## config.mk

```make
export PLATFORM = sky130hd
export DESIGN_NAME = sensor_emulator
export DESIGN_NICKNAME = d
export VERILOG_FILES = /design/src/rtl/sensor_emulator.sv
export SDC_FILE = /design/constraint.sdc
export NUM_CORES = 1
export LEC_CHECK = 0
export CORE_MARGIN = 4
export CORE_UTILIZATION = 65
export DETAILED_ROUTE_END_ITERATION = 10
export PLACE_DENSITY = 0.81
export SYNTH_ARGS = -nofsm -noshare
export SYNTH_HDL_FRONTEND = slang
export SYNTH_SLANG_ARGS = --single-unit
```

## constraint.sdc

```tcl
create_clock -name clock -period 4.8 [get_ports clock]
set_input_delay 0.48 -clock clock [delete_from_list [all_inputs] [get_ports clock]]
set_output_delay 0.48 -clock clock [all_outputs]
set_load 0.01 [all_outputs]
```

## src/rtl/sensor_emulator.sv

```systemverilog
// Emulated image-sensor parallel port: divided pixel clock plus LV/FV/12-bit data,
// producing one deterministic ramp frame per trigger rising edge.
module sensor_emulator #(
  parameter int unsigned CLK_DIV  = 2,
  parameter int unsigned H_ACTIVE = 8,
  parameter int unsigned V_ACTIVE = 4,
  parameter int unsigned H_BLANK  = 4,
  parameter int unsigned FV_LEAD  = 2,
  parameter int unsigned FV_TRAIL = 2,
  parameter logic [11:0] SEED     = 12'h000
) (
  input  logic        clock,
  input  logic        reset,
  input  logic        trigger,
  output logic        pixclk,
  output logic        line_valid,
  output logic        frame_valid,
  output logic [11:0] dout,
  output logic        busy,
  output logic        frame_done
);

  localparam int unsigned DW = $clog2(2 * CLK_DIV);
  localparam logic [DW-1:0] DIV_LAST = DW'(2 * CLK_DIV - 1);
  localparam logic [DW-1:0] DIV_HALF = DW'(CLK_DIV);
  localparam logic [15:0] LEAD_LAST  = 16'(FV_LEAD - 1);
  localparam logic [15:0] COL_LAST   = 16'(H_ACTIVE - 1);
  localparam logic [15:0] ROW_LAST   = 16'(V_ACTIVE - 1);
  localparam logic [15:0] HB_LAST    = 16'(H_BLANK - 1);
  localparam logic [15:0] TRAIL_LAST = 16'(FV_TRAIL - 1);

  typedef enum logic [2:0] {
    ST_IDLE,
    ST_LEAD,
    ST_LINE,
    ST_HBLANK,
    ST_TRAIL
  } state_t;

  state_t        state_q, state_d;
  logic [DW-1:0] div_q, div_d;
  logic          pixclk_q, pixclk_d;
  logic          trig_q, trig_d;
  logic          arm_q, arm_d;
  logic          pending_q, pending_d;
  logic [15:0]   cnt_q, cnt_d;
  logic [15:0]   col_q, col_d;
  logic [15:0]   row_q, row_d;
  logic [11:0]   acc_q, acc_d;
  logic          lv_q, lv_d;
  logic          fv_q, fv_d;
  logic [11:0]   dout_q, dout_d;
  logic          done_q, done_d;
  logic          tick;
  logic          rise;

  always_ff @(posedge clock) begin
    if (reset) begin
      state_q   <= ST_IDLE;
      div_q     <= '0;
      pixclk_q  <= 1'b0;
      trig_q    <= 1'b0;
      arm_q     <= 1'b0;
      pending_q <= 1'b0;
      cnt_q     <= '0;
      col_q     <= '0;
      row_q     <= '0;
      acc_q     <= '0;
      lv_q      <= 1'b0;
      fv_q      <= 1'b0;
      dout_q    <= '0;
      done_q    <= 1'b0;
    end else begin
      state_q   <= state_d;
      div_q     <= div_d;
      pixclk_q  <= pixclk_d;
      trig_q    <= trig_d;
      arm_q     <= arm_d;
      pending_q <= pending_d;
      cnt_q     <= cnt_d;
      col_q     <= col_d;
      row_q     <= row_d;
      acc_q     <= acc_d;
      lv_q      <= lv_d;
      fv_q      <= fv_d;
      dout_q    <= dout_d;
      done_q    <= done_d;
    end
  end

  always_comb begin
    state_d   = state_q;
    cnt_d     = cnt_q;
    col_d     = col_q;
    row_d     = row_q;
    acc_d     = acc_q;
    lv_d      = lv_q;
    fv_d      = fv_q;
    dout_d    = dout_q;
    done_d    = 1'b0;
    pending_d = pending_q;

    tick     = (div_q == DIV_LAST);
    div_d    = tick ? '0 : div_q + 1'b1;
    // pixclk tracks the next divider value so its fall lands on the tick edge
    pixclk_d = (div_d >= DIV_HALF);

    // arm_q blocks a trigger held high through reset from counting as an edge
    trig_d = trigger;
    arm_d  = arm_q | ~trigger;
    rise   = trigger & ~trig_q & arm_q;

    if (state_q == ST_IDLE && !pending_q && rise) begin
      pending_d = 1'b1;
    end

    if (tick) begin
      unique case (state_q)
        ST_IDLE: begin
          if (pending_q) begin
            state_d   = ST_LEAD;
            fv_d      = 1'b1;
            pending_d = 1'b0;
            cnt_d     = '0;
            col_d     = '0;
            row_d     = '0;
            acc_d     = SEED;
          end
        end
        ST_LEAD: begin
          if (cnt_q == LEAD_LAST) begin
            state_d = ST_LINE;
            lv_d    = 1'b1;
            dout_d  = acc_q;
            acc_d   = acc_q + 12'd1;
            col_d   = '0;
          end else begin
            cnt_d = cnt_q + 16'd1;
          end
        end
        ST_LINE: begin
          if (col_q == COL_LAST) begin
            lv_d    = 1'b0;
            dout_d  = '0;
            cnt_d   = '0;
            state_d = (row_q == ROW_LAST) ? ST_TRAIL : ST_HBLANK;
          end else begin
            col_d  = col_q + 16'd1;
            dout_d = acc_q;
            acc_d  = acc_q + 12'd1;
          end
        end
        ST_HBLANK: begin
          if (cnt_q == HB_LAST) begin
            state_d = ST_LINE;
            row_d   = row_q + 16'd1;
            col_d   = '0;
            lv_d    = 1'b1;
            dout_d  = acc_q;
            acc_d   = acc_q + 12'd1;
          end else begin
            cnt_d = cnt_q + 16'd1;
          end
        end
        ST_TRAIL: begin
          if (cnt_q == TRAIL_LAST) begin
            state_d = ST_IDLE;
            fv_d    = 1'b0;
            done_d  = 1'b1;
          end else begin
            cnt_d = cnt_q + 16'd1;
          end
        end
        default: begin
          state_d = ST_IDLE;
          lv_d    = 1'b0;
          fv_d    = 1'b0;
          dout_d  = '0;
        end
      endcase
    end
  end

  assign pixclk      = pixclk_q;
  assign line_valid  = lv_q;
  assign frame_valid = fv_q;
  assign dout        = dout_q;
  assign frame_done  = done_q;
  assign busy        = pending_q | (state_q != ST_IDLE);

endmodule
```

==> out/metrics.yaml, run 1 <==
status: "finished clean"
io_buffers: 19
cp-start-kind: "flip-flop"
power.net_switching_mw: 0.307
grt_pass1_vias: 4099
synthCells: 585
pwr-share-clk: 0.419
die-area_um2: 8480
end_kind: "flip-flop"
initial_core_util: 0.673
cp.arrival_ps: 3410
core_area_um2: 6830
grt_overflow_total: 0
synth_warnings: 0
routed_wl_mm: 11.8
drive_gt1_frac: 0.0584
clock-sinks: 83
finalSetupViolCount: 0
rsz0062_at_grt: "no"
grtUsageMet1: 0.380
synth.top_cell.area_share: 0.362
layout_setup_ws_ps: 1650
power.internal_mw: 0.976
cts-htree-levels: 3
hp-class: "reg -> reg"
antenna_left: 0
worstPathRequired_ps: 5060
synth-seq-cells: 83
rows: 30
startpoint: "state_q[2]"
syn_area_um2: 4590
period_needed_ps: 3150
fmax_mhz: 317
root_buffer: "clkbuf_8"
rr_startpoint: "state_q[2]"
seq_area_frac_synth: 0.362
grt_pass1_wl_mm: 19.4
fp.dieH_um: 92.1
synth_top_flop_cell: "dfxtp_1"
hold_viol: 0
hold_buffers: 0
pwr-share-seq: 0.541
die_w_um: 92.1
areaGrowthSynthToFinish_pct: 8.09
yosysUniqueCellTypes: 63
slew_headroom: 0.151
track_usage: 0.275
power_density_nw_per_um2: 258
gp_congestion: 0.895
slew_viol_final: 0
nFillCells: 552
hpwl_mm: 7.63
antenna_found_initial: 0
postCtsResizedCells: 0
use_met3: 0.0681
vias_per_cell: 6.92
syn_nets: 594
finalNetCount: 586
grt_max_degree: 75
antennaDiodeCount: 0
via_count: 4692
met2_usage: 0.420
path_clk_slew_ps: 90
synth_edf_count: 0
yosys.area.top_type: "dfxtp_1"
p_leak_nw: 1.50
skew_ps: 9.76
grt.busiest_layer: "met2"
clockBufferDepth: 2
clock_latency_ps: 370
drc: 0
tightest_slew_ps: 1260
path_max_fanout: 17
worst-setup-path-type: "reg -> reg"
cts_tree: "built"
post-cts-setup-buffer-count: 0
ios: 20
ir_drop_mv: 0.202
finalPower_mw: 1.28
routedWlPerCell_um: 17.4
switching_share: 0.239
synth.avg_cell_area_um2: 7.85
synth.area.top_cells: "dfxtp_1, nand2_1, nand4_1"
maxCapViolCount: 0
drt_iter0_drc: 444
dp_slack_ps: 1760
pwr-share-comb: 0.040
drt-pass1-iter-count: 6
numCtsBuffers: 9
synth-async-reset-ratio: 0
period_share: 0.657
hold_start: "div_q[0]"
fin_tns_setup_ps: 0
final cells by class:
class	instances	area [um^2]	area share
well taps	96	120	0.0242
clock inverters	5	60.1	0.0121
flip-flops and latches	83	1660	0.335
inverters	19	71.3	0.0144
multi-input cells	441	2690	0.541
repair buffers	23	215	0.0433
clock buffers	11	151	0.0305
power by group through the flow:
stage,Clock [mW],Sequential [mW],Combinational [mW]
after detailed placement,0,0.711,0.0501
after floorplan,0,0.710,0.0352
final,0.537,0.695,0.0515
after global routing,0.573,0.696,0.0561
after CTS,0.540,0.694,0.0505
after global placement,0,0.710,0.0496
synth_stat cells (all sizes together) (2+ instances only):
| cell | number |
|---|---|
| nand2 | 61 |
| inv | 18 |
| mux2 | 2 |
| o21ai | 39 |
| a311oi | 11 |
| nand2b | 7 |
| or4 | 21 |
| ha | 6 |
| or2 | 4 |
| o31ai | 7 |
| nand4 | 36 |
| and2 | 3 |
| and4 | 6 |
| a211oi | 2 |
| a41o | 4 |
| o41ai | 11 |
| mux2i | 4 |
| nand4b | 2 |
| nor4b | 3 |
| nor2b | 12 |
| o32ai | 2 |
| or3 | 3 |
| clkbuf | 36 |
| a21oi | 36 |
| buf | 6 |
| nor3 | 16 |
| a31oi | 12 |
| o32a | 2 |
| nand3b | 2 |
| o211ai | 4 |
| and3 | 4 |
| o311ai | 8 |
| o311a | 2 |
| a21o | 3 |
| nor4 | 13 |
| nor2 | 33 |
| o221ai | 2 |
| a41oi | 4 |
| dfxtp | 83 |
| nand3 | 40 |
registers in the layout, indices dropped and copies added (netlist names), 2 cells and up:
register,count
div_q,2
state_q,3
acc_q,12
row_q,16
dout,12
col_q,16
cnt_q,16
metal layers:
layer  wire [um]  part of all wire  vias to the layer above
li1            -                 -                     2245
met1        5240              0.45                     2207
met2        5440              0.46                      221
met3         964             0.082                       19
met4         127             0.011                        0
met5           0                 0                        -
critical path, stage by stage (launching register included):
cell      delay [ps]
dfxtp_1          480
clkinv_1         260
and3_1           470
a21oi_1          910
nand3_1          490
o41ai_1          440
stage by stage:
| step | cell area (um^2) | hold WS [ps] | utilization | cells |
|---|---|---|---|---|
| floorplan | 4590 | 402 | - | 585 |
| global placement | 4750 | 411 | 0.696 | 662 |
| detailed placement | 4750 | 443 | 0.696 | 662 |
| CTS | 4970 | 455 | 0.727 | 678 |
| global route | 4970 | 498 | 0.727 | 678 |
| finish | 4970 | 450 | 0.727 | 678 |
placed cells by master, fill, tap and decap left out, types with 3 or more instances in the layout:
cell,count
or3_1,3
nand4_1,36
or4_1,20
nand2_1,61
nor2b_1,12
o311ai_0,7
o211ai_1,4
dfxtp_1,83
o41ai_1,11
a31oi_1,12
nand2b_1,7
nor3_1,16
o21ai_0,38
o31ai_1,7
and3_1,4
nand3_1,40
mux2i_1,4
a311oi_1,11
clkbuf_8,11
and4_1,6
and2_1,3
or2_2,4
nor2_1,33
a41o_1,4
nor4_1,12
clkdlybuf4s50_1,18
a41oi_1,4
a21oi_1,35
inv_1,18
nor4b_1,3
ha_1,6
buf_4,4
a21o_1,3
cell families (layout without fill, tap and decap cells):
group	Yosys count	in the layout	synth area share
adder cells (fa/ha/maj)	6	6	0.0163
AO/OA/AOI/OAI	161	161	0.238
multiplexers	6	6	0.0136
flip-flops	83	83	0.362
AND/OR/NAND/NOR	268	268	0.316
buffers and inverters	61	58	0.0545
worst paths after layout:
path	slack, ps	cells past startpoint	end
setup reg to reg	1650	5	acc_q[9]
hold reg to reg	450	1	div_q[0]
hold / removal	450	1	div_q[0]
setup / recovery	1650	5	acc_q[9]
Note: power is estimated with default switching activity, not from simulation.
==> run 2, diff against run 1 <==
- CORE_UTILIZATION: 65 -> 61
- PLACE_DENSITY: 0.81 -> 0.76
- clock period: 4.8 -> 3.1 ns (I/O delays scaled with it)
==> run 2 against run 1 <==
  * Sequential share of layout area decreased by 0.70 points
  * Clock power increased by 58%
  * First-iteration DRC count decreased by 2.9%
  * Maximum frequency increased by 14%
  * Critical endpoint is now col_q[2]
  * Total power increased by 56%
  * Setup slack got worse by 1300 ps
  * Cell count increased by 2.5%
  * Register-to-register slack got worse by 1300 ps
==> out/metrics.yaml, run 2 (synthesis results as in run 1) <==
status: "finished clean"
grt_pass1_vias: 4287  # +4.6%
skew_ps: 13.5  # +3.75 ps
core_area_um2: 7290  # +6.7%
vias_per_cell: 6.75  # -2.5%
worstPathRequired_ps: 3350  # -1710 ps
hp-class: "in -> reg"
cp.arrival_ps: 3020  # -390 ps
post-cts-setup-buffer-count: 0  # unchanged
hold_depth: 2  # +1
gp_congestion: 0.878  # -1.9%
reg_top3: "cnt_q x16, col_q x16, row_q x16"
ff2ff_setup_slack_ps: 330  # -1320 ps
drt_iter0_drc: 431  # -2.9%
finalPower_mw: 2.01  # +56%
whs_endpoint: "state_q[1]"
tightest_slew_ps: 1130  # -138 ps
rr_startpoint: "cnt_q[1]"
track_usage: 0.277  # +0.00126
fin_tns_setup_ps: 0  # unchanged
slew_viol_final: 0  # unchanged
hold_viol: 0  # unchanged
slew_headroom: 0.249  # +0.0984
finalNetCount: 600  # +2.4%
power_density_nw_per_um2: 396  # +53%
rsz0062_at_grt: "no"
path_max_fanout: 28  # +11
drc: 0  # unchanged
path_clk_slew_ps: 90  # about the same
reg2reg_depth: 7  # +2
period_needed_ps: 2770  # -380 ps
drt-pass1-iter-count: 5  # -1
postCtsResizedCells: 0  # unchanged
worst-setup-path-type: "reg -> reg"
rows: 31  # +3.3%
cp-start-kind: "flip-flop"
clock_latency_ps: 360  # about the same
die_w_um: 94.8  # +2.9%
drive_gt1_frac: 0.0772  # +0.0188
p_leak_nw: 1.56  # +4.6%
fp.dieH_um: 94.8  # +2.9%
die-area_um2: 8980  # +6.0%
root_buffer: "clkbuf_8"
grt_max_degree: 38  # -49%
routed_wl_mm: 11.9  # +0.93%
final_common_cell: "dfxtp_1"
antennaDiodeCount: 0  # unchanged
grt_pass1_wl_mm: 20.3  # +4.6%
most-common-layout-cells: "dfxtp_1, nand2_1, nand3_1"
numCtsBuffers: 9  # unchanged
antenna_found_initial: 0  # unchanged
ios: 20  # unchanged
reg2reg_to: "col_q[2]"
io_buffers: 19  # unchanged
period_share: 0.895  # +0.238
finalSetupViolCount: 0  # unchanged
areaGrowthSynthToFinish_pct: 10.4
via_count: 4690  # -0.043%
clock-sinks: 83  # unchanged
hold_start: "reset"
cts-htree-levels: 3  # unchanged
ir_drop_mv: 0.265  # +31%
initial_core_util: 0.630  # -0.0425
maxCapViolCount: 0  # unchanged
end_kind: "flip-flop"
nFillCells: 644  # +17%
cts_tree: "built"
hpwl_mm: 7.88  # +3.3%
grt_overflow_total: 0  # unchanged
clockBufferDepth: 2  # unchanged
antenna_left: 0  # unchanged
hold_buffers: 0  # unchanged
routedWlPerCell_um: 17.1  # -1.5%
fmax_mhz: 360  # +14%
## run 2: worst max path at each step
stage	slack, ps	startpoint	depth (start not counted)	endpoint
after global routing	110	cnt_q[1]	7	col_q[4]
after floorplan	720	col_q[5]	6	cnt_q[1]
final	330	cnt_q[1]	7	col_q[2]
after detailed placement	380	cnt_q[1]	7	col_q[2]
after global placement	490	state_q[1]	5	col_q[1]
after CTS	330	cnt_q[1]	7	col_q[2]
## run 2: worst max-delay path, stage by stage, from the launching register on
cell	delay, ps
dfxtp_1	380
inv_1	70
ha_1	220
mux2_2	300
a21oi_2	890
nor3_1	230
buf_4	260
a221oi_1	300
## run 2: routing by layer
| metal | up-vias | GRT usage | routed length, um |
|---|---|---|---|
| met5 | - | 0 | 0 |
| met4 | 0 | 0.0950 | 134 |
| met3 | 13 | 0.0446 | 766 |
| met2 | 183 | 0.415 | 5360 |
| met1 | 2216 | 0.402 | 5630 |
| li1 | 2278 | - | - |
## run 2: metrics by stage
stage / cells / utilization / hold WS (ps) / setup slack [ps] / area, um^2
after floorplan: 585 / - / 402 / 716 / 4590
final: 695 / 0.696 / 402 / 326 / 5070
after CTS: 695 / 0.696 / 396 / 327 / 5070
after global routing: 695 / 0.696 / 421 / 111 / 5070
after detailed placement: 679 / 0.667 / 417 / 383 / 4860
after global placement: 679 / 0.667 / 413 / 490 / 4860
## run 2: area by class of cell
type | instances | area (um^2) | share of cell area
Multi-Input combinational cell | 441 | 2690 | 0.530
Sequential cell | 83 | 1660 | 0.328
Timing Repair Buffer | 37 | 320 | 0.0631
Clock buffer | 11 | 131 | 0.0259
Tap cell | 99 | 124 | 0.0244
Clock inverter | 5 | 77.6 | 0.0153
Inverter | 19 | 71.3 | 0.0141
## run 2: power breakdown
part | total (mW) | switching, mW | leakage, nW | internal, mW
Clock | 0.847 | 0.394 | 0.103 | 0.452
Sequential | 1.08 | 0.00426 | 0.669 | 1.07
Combinational | 0.0863 | 0.0603 | 0.791 | 0.0260
Total | 2.01 | 0.459 | 1.56 | 1.55
